==> src/rtl/rx_serial_receiver.sv <==
// ---------------------------------------------------------------------------
// rx_serial_receiver
//
// 8N1 asynchronous serial receiver with an optional even-parity bit.
// The serial line is synchronised into the clock domain. The start bit is
// checked at its midpoint. Every following bit is then sampled one bit
// period apart, so each sample lands near the middle of its bit.
//
// Optional feature: define RX_PARITY_EN to insert one even-parity bit
// between the data bits and the stop bit. This also adds the parity_error
// port.
//
// Parameters
//   CLKS_PER_BIT   clock cycles per serial bit (4..65535)
//
// Ports
//   clk            system clock, rising-edge active
//   reset          asynchronous active-low reset
//   rx_in          serial line, idle high, asynchronous to clk
//   data_out       last correctly received byte
//   data_valid     one-cycle pulse when data_out is updated
//   framing_error  one-cycle pulse when the stop bit samples low
//   parity_error   one-cycle pulse on parity mismatch (RX_PARITY_EN only)
//   rx_busy        high while the receiver is not idle
// ---------------------------------------------------------------------------
module rx_serial_receiver #(
  parameter int unsigned CLKS_PER_BIT = 5208
) (
  input  logic       clk,
  input  logic       reset,
  input  logic       rx_in,
  output logic [7:0] data_out,
  output logic       data_valid,
  output logic       framing_error,
`ifdef RX_PARITY_EN
  output logic       parity_error,
`endif
  output logic       rx_busy
);

  localparam logic [15:0] HALF_END = 16'(CLKS_PER_BIT / 2 - 1);
  localparam logic [15:0] BIT_END  = 16'(CLKS_PER_BIT - 1);

  typedef enum logic [2:0] {
    IDLE,
    START,
    DATA,
`ifdef RX_PARITY_EN
    PARITY,
`endif
    STOP,
    WAIT_HIGH
  } state_t;

  logic        sync1_q, sync2_q;
  logic        rx_s;
  state_t      state_q, state_d;
  logic [15:0] cnt_q, cnt_d;
  logic [2:0]  bit_q, bit_d;
  logic [7:0]  shift_q, shift_d;
  logic [7:0]  data_q, data_d;
  logic        valid_q, valid_d;
  logic        ferr_q, ferr_d;
  logic        busy_q, busy_d;
`ifdef RX_PARITY_EN
  logic        perr_q, perr_d;
  logic        pbad_q, pbad_d;
`endif

  assign rx_s = sync2_q;

  always_comb begin
    state_d = state_q;
    cnt_d   = cnt_q;
    bit_d   = bit_q;
    shift_d = shift_q;
    data_d  = data_q;
    valid_d = 1'b0;
    ferr_d  = 1'b0;
`ifdef RX_PARITY_EN
    perr_d  = 1'b0;
    pbad_d  = pbad_q;
`endif
    case (state_q)
      IDLE: begin
        if (!rx_s) begin
          state_d = START;
          cnt_d   = '0;
        end
      end
      START: begin
        // Re-check the start bit at its midpoint; a high line here is a glitch.
        if (cnt_q == HALF_END) begin
          cnt_d   = '0;
          bit_d   = '0;
          state_d = rx_s ? IDLE : DATA;
        end else begin
          cnt_d = cnt_q + 16'd1;
        end
      end
      DATA: begin
        if (cnt_q == BIT_END) begin
          cnt_d   = '0;
          shift_d = {rx_s, shift_q[7:1]};  // LSB arrives first
          bit_d   = bit_q + 3'd1;
          if (bit_q == 3'd7) begin
`ifdef RX_PARITY_EN
            state_d = PARITY;
`else
            state_d = STOP;
`endif
          end
        end else begin
          cnt_d = cnt_q + 16'd1;
        end
      end
`ifdef RX_PARITY_EN
      PARITY: begin
        if (cnt_q == BIT_END) begin
          cnt_d   = '0;
          // Even parity: data ones plus parity bit must be even.
          pbad_d  = (^shift_q) ^ rx_s;
          state_d = STOP;
        end else begin
          cnt_d = cnt_q + 16'd1;
        end
      end
`endif
      STOP: begin
        if (cnt_q == BIT_END) begin
          cnt_d = '0;
          if (rx_s) begin
            state_d = IDLE;
`ifdef RX_PARITY_EN
            if (pbad_q) begin
              perr_d = 1'b1;
            end else begin
              data_d  = shift_q;
              valid_d = 1'b1;
            end
`else
            data_d  = shift_q;
            valid_d = 1'b1;
`endif
          end else begin
            // A framing error outranks a parity error; only one pulse fires.
            ferr_d  = 1'b1;
            state_d = WAIT_HIGH;
          end
        end else begin
          cnt_d = cnt_q + 16'd1;
        end
      end
      WAIT_HIGH: begin
        // Break condition: the line must go idle before a new start bit counts.
        if (rx_s) begin
          state_d = IDLE;
        end
      end
      default: state_d = IDLE;
    endcase
    busy_d = (state_d != IDLE);
  end

  always_ff @(posedge clk or negedge reset) begin
    if (!reset) begin
      sync1_q <= 1'b1;
      sync2_q <= 1'b1;
      state_q <= IDLE;
      cnt_q   <= '0;
      bit_q   <= '0;
      shift_q <= '0;
      data_q  <= '0;
      valid_q <= 1'b0;
      ferr_q  <= 1'b0;
      busy_q  <= 1'b0;
`ifdef RX_PARITY_EN
      perr_q  <= 1'b0;
      pbad_q  <= 1'b0;
`endif
    end else begin
      sync1_q <= rx_in;
      sync2_q <= sync1_q;
      state_q <= state_d;
      cnt_q   <= cnt_d;
      bit_q   <= bit_d;
      shift_q <= shift_d;
      data_q  <= data_d;
      valid_q <= valid_d;
      ferr_q  <= ferr_d;
      busy_q  <= busy_d;
`ifdef RX_PARITY_EN
      perr_q  <= perr_d;
      pbad_q  <= pbad_d;
`endif
    end
  end

  assign data_out      = data_q;
  assign data_valid    = valid_q;
  assign framing_error = ferr_q;
  assign rx_busy       = busy_q;
`ifdef RX_PARITY_EN
  assign parity_error  = perr_q;
`endif

endmodule

==> config.mk <==
export PLATFORM = sky130hd
export DESIGN_NAME = rx_serial_receiver
export DESIGN_NICKNAME = d
export VERILOG_FILES = /design/src/rtl/rx_serial_receiver.sv
export SDC_FILE = /design/constraint.sdc
export NUM_CORES = 1
export LEC_CHECK = 0
export BUFFER_PORTS_ARGS = -buffer_cell sky130_fd_sc_hd__buf_2
export CAP_MARGIN = 5
export CORE_UTILIZATION = 40
export CTS_BUF_LIST = sky130_fd_sc_hd__clkbuf_4 sky130_fd_sc_hd__clkbuf_8 sky130_fd_sc_hd__clkbuf_16
export CTS_CLUSTER_DIAMETER = 40
export DETAILED_ROUTE_END_ITERATION = 10
export RECOVER_POWER = 100
export SLEW_MARGIN = 10
export SYNTH_ARGS = -nofsm -noshare
export SYNTH_HDL_FRONTEND = slang
export SYNTH_SLANG_ARGS = --single-unit
==> constraint.sdc <==
create_clock -name clk -period 2.26 [get_ports clk]
set_input_delay 0.113 -clock clk [delete_from_list [all_inputs] [get_ports clk]]
set_output_delay 0.113 -clock clk [all_outputs]
set_load 0.01 [all_outputs]
-- Word-level counts from Yosys, hierarchy flattened
Index checks and enable logic that the tools add are counted.
- bits in registers: 43
- bits in latches: 0
- memory bits (read-only): 0
- memories: 0
- RAM bits: 0
- output and inout bits: 11
- word-level logic and storage cells: 53
- multiplexer cells: 22
- order comparisons: 0
- reductions and logical operators: 9
- bitwise operators: 0
- div/mod/pow operators: 0
- eq/ne operators: 10
- add/sub/neg operators: 2
- multiply operators: 0
- shift-type cells: 0
- operators with widths (cell ; number):
    $mux W16 ; 3
    $pmux W16 S3 ; 1
    $mux W3 ; 9
    $add A16 B1 Y16 const B ; 1
    $eq A16 B12 Y1 const B ; 1
    $eq A16 B13 Y1 const B ; 1
    $pmux W3 S5 ; 1
    $eq A3 B2 Y1 const B ; 2
    $eq A3 B3 Y1 const B ; 2
    $mux W1 ; 6
    $ne A2 B2 Y1 const B ; 3
    $pmux W3 S2 ; 1
    $reduce_and A3 Y1 ; 2
    $reduce_bool A3 Y1 ; 2
    $reduce_and A2 Y1 ; 2
    $add A3 B1 Y3 const B ; 1
    $eq A3 B1 Y1 const B ; 1
    $logic_not A3 Y1 ; 1
    $mux W2 ; 1
    $reduce_bool A2 Y1 ; 1
    $reduce_or A2 Y1 ; 1

-- Logic depth before layout (Yosys ltp)
Gate-level depths: netlist of run 1.
- depth after elaboration: 5
- mapped depth: 7
- depth with buffers taken out: 6

-- Least setup slack after synthesis of run 1
No wires, ideal clock.
- path type: reg2reg
- start: register cnt_q[0]
- end: register shift_q[0]
- clock period less this slack: 1870 ps
- data arrival time: 1745 ps
- required time: 2135 ps
- library setup time: 125 ps
- stages on the path, launching flop included: 7
- path slack: 390 ps
- path through: dfrtp_1 -> ha_1 -> nor4b_4 -> nand4_1 -> nor3_1 -> buf_2 -> mux2_2
- longest elaborated chain between the ends: 2
- RTL lines (what ; RTL line ; text):
    from (decl) ; 58 ; logic [15:0] cnt_q, cnt_d;
    from (signal assigned) ; 185 ; cnt_q <= cnt_d;
    $eq A16 B13 Y1 ; 102 ; if (cnt_q == BIT_END) begin
    $reduce_and A2 Y1 (no source line) ; - ;
    to (signal assigned) ; 187 ; shift_q <= shift_d;
    to (decl) ; 60 ; logic [7:0] shift_q, shift_d;
No other way between the ends.
A chain may end at the register's enable or synchronous reset.

-- Worst setup path after layout of run 1
- start: register cnt_q[0]
- end: register cnt_q[13]
- longest elaborated chain between the ends: 3
- elaborated cells on any way between the ends: 6
- those cells by class: add/sub: 1; eq/ne: 2; mux: 3
- RTL lines (what ; RTL line ; text):
    $add A16 B1 Y16, or another cell as far along ; 98, 114, 151 ;
    $mux W16, on equally long branches ; 102, 130, 93 ;
    $pmux W16 S3 (*) ; 84 ; case (state_q)
Mark *: on every way between the ends. The rest lies on a longest branch, timed or not.

==> key figures, run 1 <==
Drt
  – Vias: 1462
  – DR iter-0 viols: 55
  – DRC errors left: 0
  – First drt pass iteration count: 4
  – Wire per inst: 14.10 µm
  – Drt total wl: 3.806 mm
  – Routed Antenna Nets: 0
  – Via density: 5.415

STA
  – Final clock skew: 0.006188 ns
  – Crit share post-route: 0.9107
  – Max frequency: 0.4859 GHz
  – Hold Slack: 0.3603 ns
  – Setup repair after global routing missed its margin: false
  – Final min period: 2.058 ns
  – Worst slew margin: 0.3118
  – Final Max Slew Viols: 0
  – Hold violation total from the final report: 0
  – Final Setup Violations: 0
  – Worst Tran Pin Value: 1.032 ns
  – Setup_tns: 0 ns

Die
  – Die Wd: 74.45 µm
  – Ports: 14
  – Cell Rows: 26
  – Starting Density: 0.4137
  – Die area: 0.005543 mm²
  – Die Y: 74.45 µm
  – Core ar.: 0.005075 mm²

GRT
  – Number of global-route vias before repair: 1519
  – Largest net degree at the start of global routing: 44
  – First-pass GRT wire length: 6.699 mm
  – GRT overflow: 0
  – Antenna violations before repair: 0
  – Total Routing Usage GR: 0.1590

Cells and area
  – # diodes: 0
  – Layout cells sized above 1: 0.1650
  – Layout Utilization: 0.4536
  – P&R area growth vs syn: 9.654%
  – Final Net Count: 205

Setup path
  – Worst Path Buf+Inv: 0
  – FF-to-FF setup slack: 0.20 ns
  – CP Cell Sequence: ha_1, nor4b_4, and4_4, o2bb2ai_2, o21ai_0, a31oi_1
  – Crit end category: register
  – Setup crit start kind: register
  – Worst-path fanout max: 14
  – WS Path Type: reg2reg
  – Slowest stage delay, CP: 0.51 ns
  – CP top delay family: compound AO/OA/AOI/OAI gates
  – Worst Path Arrival: 2.26 ns
  – Worst Path Required: 2.46 ns
  – Worst path slowest cell: o2bb2ai_2

Clock network
  – Number of clock sinks: 43
  – Clock slew at reported path FFs: 0.08 ns
  – CTS tree: done
  – Bufs on Longest Clock Path: 2
  – Worst-skew pair later-pin latency: 0.29 ns
  – Post-CTS Setup Bufs: 0
  – Num CTS Buffers: 5
  – Root Buffer: clkbuf_8
  – H-Tree Depth: 2

Yosys
  – Synthesis-stage register bit count: 43
  – Yosys cell types: 45
  – Mapped Cells: 182
  – Total of warnings raised by yosys: 0
  – Syn nets: 188
  – Register area share after synthesis: 0.5137
  – Mapped Area: 0.002100 mm²
  – Syn Area/Cell: 11.54 µm²

Flow run
  – Max-cap violations: 0

Power
  – Pwr/cell area: 554.8 mW/mm²
  – Worst IR Drop VDD: 0.3097 mV
  – Static leakage: 1.046 nW

Hold path
  – Worst hold-check path type: reg2reg

Place
  – Placer congestion estimate: 0.8457
  – Port bufs: 13
  – DP HPWL: 2.641 mm

Run status
  – Status: finished, final reports clean
## through the flow
step / total power, mW / worst slack (ns) / instances / instance area, µm²
floorplan: 0.7894 / 0.3898 / 182 / 2100
global placement: 0.8057 / 0.1762 / 260 / 2227
detailed placement: 0.8067 / 0.09462 / 260 / 2227
CTS: 1.307 / 0.09253 / 270 / 2341
global route: 1.347 / 0.06232 / 270 / 2302
finish: 1.277 / 0.2018 / 270 / 2302
## registers in the layout (all words and copies together) (netlist names)
| name | count |
|---|---|
| bit_q | 3 |
| data_out | 8 |
| framing_error | 1 |
| cnt_q | 16 |
| shift_q | 8 |
| state_q | 3 |
| rx_s | 1 |
| rx_busy | 1 |
| data_valid | 1 |
| sync1_q | 1 |
## power breakdown
group	switching [mW]	leakage, nW	internal, mW
combinational	0.0146	0.427	0.00350
clock	0.264	0.0443	0.221
sequential	0.00229	0.574	0.772
total	0.281	1.05	0.996
## worst paths after layout
check / startpoint / to / cells past startpoint
min in group asynchronous: reset / data_out[6] / 2
setup reg to reg: cnt_q[0] / cnt_q[13] / 6
max in group asynchronous: reset / cnt_q[7] / 2
hold reg to reg: sync1_q / rx_s / 0
setup / recovery: cnt_q[0] / cnt_q[13] / 6
hold / removal: sync1_q / rx_s / 0
## placed cells by master, fill, tap and decap left out, drive strengths merged, types with 4 or more instances in the layout
cell,count
xor2,4
or3,6
buf,4
nor2,6
o21ai,14
dfrtp,41
mux2,17
clkbuf,17
nor3,7
a22o,7
nor3b,4
nand2,13
inv,5
a21oi,6
nand3,6
## repair_timing
| item | 4_1_cts | 5_1_grt |
|---|---|---|
| hold buffers | 2 | 0 |
| setup endpoints to repair | 0 | 8 |
| hold endpoints to repair | 42 | 0 |
| resized for setup | 0 | 1 |
## final cells by class
cell class | instances | area (µm²)
fillers | 489 | 2773
flip-flops and latches | 43 | 1079
multi-input cells | 126 | 929.6
repair buffers | 18 | 93.84
well taps | 70 | 87.58
clock buffers | 5 | 68.82
clock inverters | 3 | 25.02
inverters | 5 | 18.77
## layer usage
metal / routed length, µm / up-vias / track usage / share of wire
met5: 0 / - / 0 / 0
met3: 139 / 4 / 0.03659 / 0.037
met4: 40 / 0 / 0.05241 / 0.011
li1: - / 699 / - / -
met2: 1873 / 35 / 0.2833 / 0.49
met1: 1752 / 724 / 0.1885 / 0.46
## Yosys cell counts, drive strengths merged
| library cell | instances | share of area |
|---|---|---|
| nor4b | 1 | 0.011 |
| buf | 6 | 0.019 |
| ha | 3 | 0.018 |
| mux2 | 17 | 0.11 |
| o21ai | 14 | 0.033 |
| dfrtp | 41 | 0.49 |
| or3 | 6 | 0.018 |
| xnor2 | 1 | 0.0042 |
| a21o | 2 | 0.0071 |
| nor3b | 4 | 0.014 |
| a31oi | 3 | 0.0089 |
| nand2 | 13 | 0.023 |
| mux2i | 1 | 0.0048 |
| nor4bb | 1 | 0.0048 |
| xor2 | 4 | 0.017 |
| nor3 | 7 | 0.019 |
| nor4 | 1 | 0.0030 |
| o31ai | 1 | 0.0036 |
| and2b | 1 | 0.0036 |
| nand4 | 3 | 0.0089 |
| inv | 5 | 0.0089 |
| a2bb2oi | 1 | 0.0071 |
| nand2b | 3 | 0.0089 |
| and4 | 2 | 0.010 |
| o211ai | 1 | 0.0036 |
| and3 | 2 | 0.0060 |
| a22o | 7 | 0.029 |
| a41oi | 1 | 0.0042 |
| and4bb | 3 | 0.018 |
| o2bb2ai | 1 | 0.0071 |
| nor2b | 3 | 0.0089 |
| dfstp | 2 | 0.025 |
| a21oi | 6 | 0.014 |
| nor2 | 6 | 0.011 |
| nand3 | 6 | 0.014 |
| and3b | 1 | 0.0042 |
| clkbuf | 2 | 0.0036 |
## kinds of logic (layout without fill, tap and decap cells)
group / after synthesis / after routing / synth area share
multiplexers: 18 / 18 / 0.1103
adder cells (fa/ha/maj): 3 / 3 / 0.01788
AO/OA/AOI/OAI: 37 / 37 / 0.1186
flip-flops: 43 / 43 / 0.5137
XOR/XNOR: 5 / 5 / 0.02086
buffers and inverters: 13 / 31 / 0.03158
AND/OR/NAND/NOR: 63 / 63 / 0.1871
No activity file was read; power rests on OpenSTA's default activity.
==> inputs of run 2 (changes only) <==
Settings changed: CORE_UTILIZATION 40 to 59, PLACE_DENSITY set to 0.78.
==> key figures, run 2 (synthesis results as in run 1) <==
Power
  – Pwr/cell area: 574.5 mW/mm² (+3.5%)
  – Switching Fraction: 0.2003 (-0.01995)
  – Share of power burned in registers: 0.597 (-0.009)
  – P_int: 1.038 mW (+4.2%)
  – Static leakage: 1.047 nW (+0.16%)
  – Worst IR Drop VDD: 0.3128 mV (+1.0%)
  – Psw: 259.8 µW (-7.6%)
  – Clock power share: 0.389 (+0.009)
  – Combinational share of power: 0.014 (about the same)

GRT
  – Number of global-route vias before repair: 1540 (+1.4%)
  – First-pass GRT wire length: 6.520 mm (-2.7%)
  – Largest net degree at the start of global routing: 44 (unchanged)
  – Antenna violations before repair: 0 (unchanged)
  – Total Routing Usage GR: 0.2363 (+0.07733)
  – GRT overflow: 0 (unchanged)

Cells and area
  – Fin cells: 245 (-9.3%)
  – Reg area: 0.001079 mm² (unchanged)
  – Most common cell after layout, fill and taps aside: dfrtp_1
  – Multi-input gate area: 933.4 µm² (+0.40%)
  – Layout cells sized above 1: 0.1658 (+0.0008291)
  – Finished layout cell area: 0.002258 mm² (-1.9%)
  – Most flop-heavy register: cnt_q
  – Commonest non-fill, non-tap cells in the layout: 41 x dfrtp_1, 13 x nand2_1, 13 x o21ai_0, 11 x clkbuf_1, 9 x mux2_2
  – # diodes: 0 (unchanged)
  – FILL cells: 277 (-43%)
  – Layout Utilization: 0.6715 (+0.2179)
  – Max reg flops: 16 (unchanged)
  – Final Net Count: 204 (-0.49%)
  – P&R area growth vs syn: 7.569%

Place
  – DP Area: 0.002190 mm² (-1.7%)
  – DP HPWL: 2.730 mm (+3.4%)
  – Port bufs: 13 (unchanged)
  – Cells after DPL: 235 (-9.6%)
  – Placer congestion estimate: 0.8172 (-3.4%)

STA
  – Hold Slack: 0.3650 ns (+0.004657 ns)
  – Max frequency: 0.4789 GHz (-1.4%)
  – Hold violation total from the final report: 0 (unchanged)
  – Final clock skew: 0.005595 ns (-0.0005926 ns)
  – Worst Tran Pin Value: 1.017 ns (-0.01565 ns)
  – Setup_tns: 0 ns (unchanged)
  – Setup repair after global routing missed its margin: false
  – Worst slew margin: 0.3222 (+0.01043)
  – Final Max Slew Viols: 0 (unchanged)
  – Final min period: 2.088 ns (+0.03007 ns)
  – Final Setup Violations: 0 (unchanged)
  – Crit share post-route: 0.9240 (+0.01330)

Die
  – Die Wd: 61.66 µm (-17%)
  – Core ar.: 0.003363 mm² (-34%)
  – Starting Density: 0.6243 (+0.2105)
  – Ports: 14 (unchanged)
  – Die area: 0.003801 mm² (-31%)
  – Die Y: 61.66 µm (-17%)
  – Cell Rows: 21 (-19%)

Drt
  – Via density: 5.988 (+11%)
  – Routed Antenna Nets: 0 (unchanged)
  – Vias: 1467 (+0.34%)
  – First drt pass iteration count: 4 (unchanged)
  – Drt total wl: 3.879 mm (+1.9%)
  – DRC errors left: 0 (unchanged)
  – Wire per inst: 15.83 µm (+12%)
  – DR iter-0 viols: 85 (+55%)

Clock network
  – Bufs on Longest Clock Path: 2 (unchanged)
  – Clock slew at reported path FFs: 0.12 ns (+0.04 ns)
  – Worst-skew pair later-pin latency: 0.35 ns (+0.06 ns)
  – Num CTS Buffers: 5 (unchanged)
  – Post-CTS Setup Bufs: 0 (unchanged)
  – Number of clock sinks: 43 (unchanged)
  – Root Buffer: clkbuf_4
  – H-Tree Depth: 2 (unchanged)
  – CTS tree: done

Setup path
  – Worst Path Buf+Inv: 1 (+1)
  – Crit end category: register
  – Worst Path Required: 2.50 ns (+0.04 ns)
  – Worst-path fanout max: 11 (-3)
  – WS Path Type: reg2reg
  – Worst Path Arrival: 2.33 ns (+0.07 ns)
  – CP top delay family: simple AND/OR/NAND/NOR gates
  – CP Cell Sequence: ha_1, nor4b_4, nand4_1, nor3_1, clkbuf_2, mux2_2
  – Worst path slowest cell: dfrtp_1
  – Slowest stage delay, CP: 0.43 ns (-0.08 ns)
  – Setup crit start kind: register

Flow run
  – Max-cap violations: 0 (unchanged)

Hold path
  – Worst hold-check path type: reg2reg

Run status
  – Status: finished, final reports clean
run 2: power by group through the flow:
stage | sequential, mW | combinational [mW] | clock, mW
after floorplan | 0.788 | 0.00183 | 0
after global placement | 0.789 | 0.0158 | 0
after detailed placement | 0.789 | 0.0163 | 0
after CTS | 0.775 | 0.0189 | 0.515
after global routing | 0.776 | 0.0216 | 0.545
final | 0.775 | 0.0179 | 0.505
run 2: per-layer routing:
metal / wire (µm) / GRT usage
met4: 46 / 0.1302
met1: 1718 / 0.2733
met2: 1972 / 0.4040
met3: 141 / 0.05462
met5: 0 / 0
run 2: worst paths after layout:
| path | from | endpoint | slack (ns) | cells past startpoint |
|---|---|---|---|---|
| hold reg to reg | sync1_q | rx_s | 0.36 | 0 |
| hold / removal | sync1_q | rx_s | 0.36 | 0 |
| min in group asynchronous | reset | state_q[2] | 0.47 | 2 |
| max in group asynchronous | reset | cnt_q[4] | 1.18 | 2 |
| setup reg to reg | cnt_q[0] | shift_q[7] | 0.17 | 6 |
| setup / recovery | cnt_q[0] | shift_q[7] | 0.17 | 6 |
run 2: final cells by class:
| cell class | instances | area share |
|---|---|---|
| Inverter | 5 | 0.008310 |
| Clock buffer | 6 | 0.02271 |
| Clock inverter | 2 | 0.01551 |
| Timing Repair Buffer | 17 | 0.03712 |
| Sequential cell | 43 | 0.4776 |
| Tap cell | 46 | 0.02548 |
| Multi-Input combinational cell | 126 | 0.4133 |
run 2: stage by stage:
step | power [mW] | setup slack [ns]
6_report | 1.297 | 0.1717
3_5_place_dp | 0.8055 | 0.1334
2_1_floorplan | 0.7894 | 0.3898
4_1_cts | 1.309 | 0.1171
5_1_grt | 1.342 | 0.06008
3_3_place_gp | 0.8051 | 0.1924
run 2: timing repair:
| action | CTS | global route |
|---|---|---|
| hold buffers | 2 | 0 |
| endpoints found under the setup margin | 0 | 1 |
| hold endpoints to repair | 42 | 0 |
| gates resized for setup | 0 | 1 |
==> inputs of run 3 (changes only) <==
--- a/config.mk
+++ b/config.mk
@@ -6,11 +6,11 @@
 export NUM_CORES = 1
 export LEC_CHECK = 0
+export ABC_AREA = 1
 export BUFFER_PORTS_ARGS = -buffer_cell sky130_fd_sc_hd__buf_2
-export CAP_MARGIN = 5
-export CORE_UTILIZATION = 59
+export CORE_UTILIZATION = 60
 export CTS_BUF_LIST = sky130_fd_sc_hd__clkbuf_4 sky130_fd_sc_hd__clkbuf_8 sky130_fd_sc_hd__clkbuf_16
 export CTS_CLUSTER_DIAMETER = 40
 export DETAILED_ROUTE_END_ITERATION = 10
-export PLACE_DENSITY = 0.78
+export PLACE_DENSITY = 0.79
 export RECOVER_POWER = 100
 export SLEW_MARGIN = 10
==> constraint.sdc (replaced) <==
create_clock -name clk -period 2.26 [get_ports clk]
set_input_delay 0.226 -clock clk [delete_from_list [all_inputs] [get_ports clk]]
set_output_delay 0.226 -clock clk [all_outputs]
set_load 0.01 [all_outputs]
==> key figures, run 3 <==
GRT
  – Gr busiest metal: met2
  – Met2 usage: 0.3526 (-0.05136)
  – Largest net degree at the start of global routing: 44 (unchanged)
  – Number of global-route vias before repair: 1737 (+13%)
  – Met3 Use GR: 0.06162 (+0.006998)
  – GRT met1 Usage: 0.3357 (+0.06231)
  – Total Routing Usage GR: 0.2430 (+0.006698)
  – First-pass GRT wire length: 7.583 mm (+16%)
  – GRT overflow: 0 (unchanged)
  – Antenna violations before repair: 0 (unchanged)

Yosys
  – Commonest cells in the netlist: 81 x nand2_1, 46 x inv_1, 41 x dfrtp_1
  – Yosys cell types: 30 (-33%)
  – EDFF count, synth: 0 (unchanged)
  – Synth area leaders: dfrtp_1 44%, nand2_1 13%, inv_1 7.3%, nor2_1 6.4%, nand3_1 4.9%
  – Ys async rst share: 1.000 (unchanged)
  – Yosys top cell by area: dfrtp_1
  – Mapped Cells: 306 (+68%)
  – Register area share after synthesis: 0.4585 (-0.05520)
  – Synth top area share: 0.4362 (-0.05251)
  – Most frequent cell after synthesis: nand2_1
  – Synthesis-stage register bit count: 43 (unchanged)
  – Prevailing post-synth register cell: dfrtp_1
  – Mapped Area: 0.002352 mm² (+12%)
  – Syn Area/Cell: 7.687 µm² (-33%)
  – Syn nets: 312 (+66%)
  – Total of warnings raised by yosys: 0 (unchanged)

Cells and area
  – Layout Utilization: 0.6673 (-0.004163)
  – P&R area growth vs syn: 5.426%
  – Reg area: 0.001079 mm² (unchanged)
  – Layout cells sized above 1: 0.1022 (-0.06366)
  – Multi-input gate area: 0.001001 mm² (+7.2%)
  – Max reg flops: 16 (unchanged)
  – Final Net Count: 328 (+61%)
  – Most common cell after layout, fill and taps aside: nand2_1
  – Fin cells: 371 (+51%)
  – # diodes: 0 (unchanged)
  – Most flop-heavy register: cnt_q
  – Commonest non-fill, non-tap cells in the layout: 84 x nand2_1, 47 x inv_1, 42 x nor2_1, 41 x dfrtp_1, 25 x nand3_1
  – FILL cells: 322 (+16%)

Drt
  – First drt pass iteration count: 4 (unchanged)
  – Wire per inst: 11.75 µm (-26%)
  – DR iter-0 viols: 121 (+42%)
  – Vias: 1864 (+27%)
  – Via density: 5.024 (-16%)
  – Routed Antenna Nets: 0 (unchanged)
  – DRC errors left: 0 (unchanged)
  – Drt total wl: 4.360 mm (+12%)

Place
  – Cells after DPL: 363 (+54%)
  – Dpl ws: 0.5494 ns (+0.4161 ns)
  – Port bufs: 13 (unchanged)
  – Placer congestion estimate: 0.8906 (+9.0%)
  – DP HPWL: 3.210 mm (+18%)

STA
  – Setup repair after global routing missed its margin: false
  – Hold violation total from the final report: 0 (unchanged)
  – Worst slew margin: 0.3136 (-0.008585)
  – Final Max Slew Viols: 0 (unchanged)
  – Setup_tns: 0 ns (unchanged)
  – Worst Tran Pin Value: 1.030 ns (+0.01288 ns)
  – Final min period: 1.826 ns (-0.2621 ns)
  – Fin worst setup slack: 0.4339 ns (+0.2621 ns)
  – Final clock skew: 0.007385 ns (+0.001790 ns)
  – Max frequency: 0.5476 GHz (+14%)
  – Crit share post-route: 0.8080 (-0.1160)
  – Final Setup Violations: 0 (unchanged)

Power
  – Static leakage: 1.309 nW (+25%)
  – Worst IR Drop VDD: 0.2796 mV (-11%)
  – Overall power: 1.278 mW (-1.5%)
  – Pwr/cell area: 515.2 mW/mm² (-10%)

Clock network
  – Clock slew at reported path FFs: 0.08 ns (-0.04 ns)
  – Post-CTS Setup Bufs: 0 (unchanged)
  – Num CTS Buffers: 5 (unchanged)
  – Bufs on Longest Clock Path: 2 (unchanged)
  – H-Tree Depth: 2 (unchanged)
  – Worst-skew pair later-pin latency: 0.30 ns (-0.05 ns)
  – CTS tree: done
  – Root Buffer: clkbuf_8
  – Cts repair resizes: 0 (unchanged)
  – Number of clock sinks: 43 (unchanged)
  – CTS Hold Bufs: 0 (-2)

Die
  – Ports: 14 (unchanged)
  – Cell Rows: 22 (+4.8%)
  – Die Wd: 64.62 µm (+4.8%)
  – Core ar.: 0.003716 mm² (+10%)
  – Die Y: 64.62 µm (+4.8%)
  – Die area: 0.004175 mm² (+9.8%)
  – Starting Density: 0.6330 (+0.008741)

Setup path
  – Worst Path Required: 2.45 ns (-0.05 ns)
  – Worst-path fanout max: 8 (-3)
  – Worst Path Arrival: 2.01 ns (-0.32 ns)
  – Crit end category: register
  – Setup crit start kind: register
  – WS Path Type: reg2reg

Run status
  – Status: finished, final reports clean

Hold path
  – Worst hold-check path type: in2reg

Flow run
  – Max-cap violations: 0 (unchanged)
-- run 3: cells by family (layout without fill, tap and decap cells) --
group / after synthesis / in the layout / synth area share
compound gates: 22 / 22 / 0.05213
fa+ha+maj: 3 / 3 / 0.01596
buf+inv: 56 / 73 / 0.09893
flops: 43 / 43 / 0.4585
simple gates: 175 / 175 / 0.3484
xor+xnor: 7 / 7 / 0.02606
-- run 3: critical path, stage by stage, from the launching register on --
cell and delay, ns:
dfrtp_1 0.38, ha_1 0.27, nand2_1 0.11, clkinvlp_2 0.10
nand2_1 0.09, nor2_4 0.10, nand2_1 0.07, nand2_1 0.12
nand3_1 0.14, inv_1 0.24, nor2_1 0.08
-- run 3: final timing paths --
check | start | to | slack (ns) | cells past startpoint
max in group asynchronous | reset | data_valid | 1.54 | 1
min in group asynchronous | reset | cnt_q[7] | 0.09 | 1
worst min register to register | sync1_q | rx_s | 0.36 | 0
worst max register to register | cnt_q[0] | cnt_q[10] | 0.43 | 10
worst max-delay path | cnt_q[0] | cnt_q[10] | 0.43 | 10
worst min-delay path | rx_in | sync1_q | 0.02 | 1
-- run 3: metal layers --
metal  part of all wire  vias up
met5                  0        -
met4              0.018        0
met3              0.057        8
met2               0.42       57
met1               0.50      829
li1                   -      970
-- run 3: where the power goes --
part	switching [mW]	internal (mW)
registers	0.00182	0.772
logic	0.0154	0.00151
clock network	0.272	0.215
-- run 3: cell type report --
cell class	count	area share
sequential	43	0.4349
inverter	51	0.07770
clock inverter	3	0.008073
timing repair buffer	14	0.02371
clock buffer	5	0.02775
tap	48	0.02422
multi-input combinational	207	0.4036
-- run 3: per-stage QoR --
stage / hold slack (ns) / instance area, µm²
floorplan: -0.06959 / 2352
global placement: 0.3325 / 2445
detailed placement: 0.3325 / 2445
CTS: 0.009771 / 2534
global route: 0.003806 / 2480
finish: 0.01952 / 2480
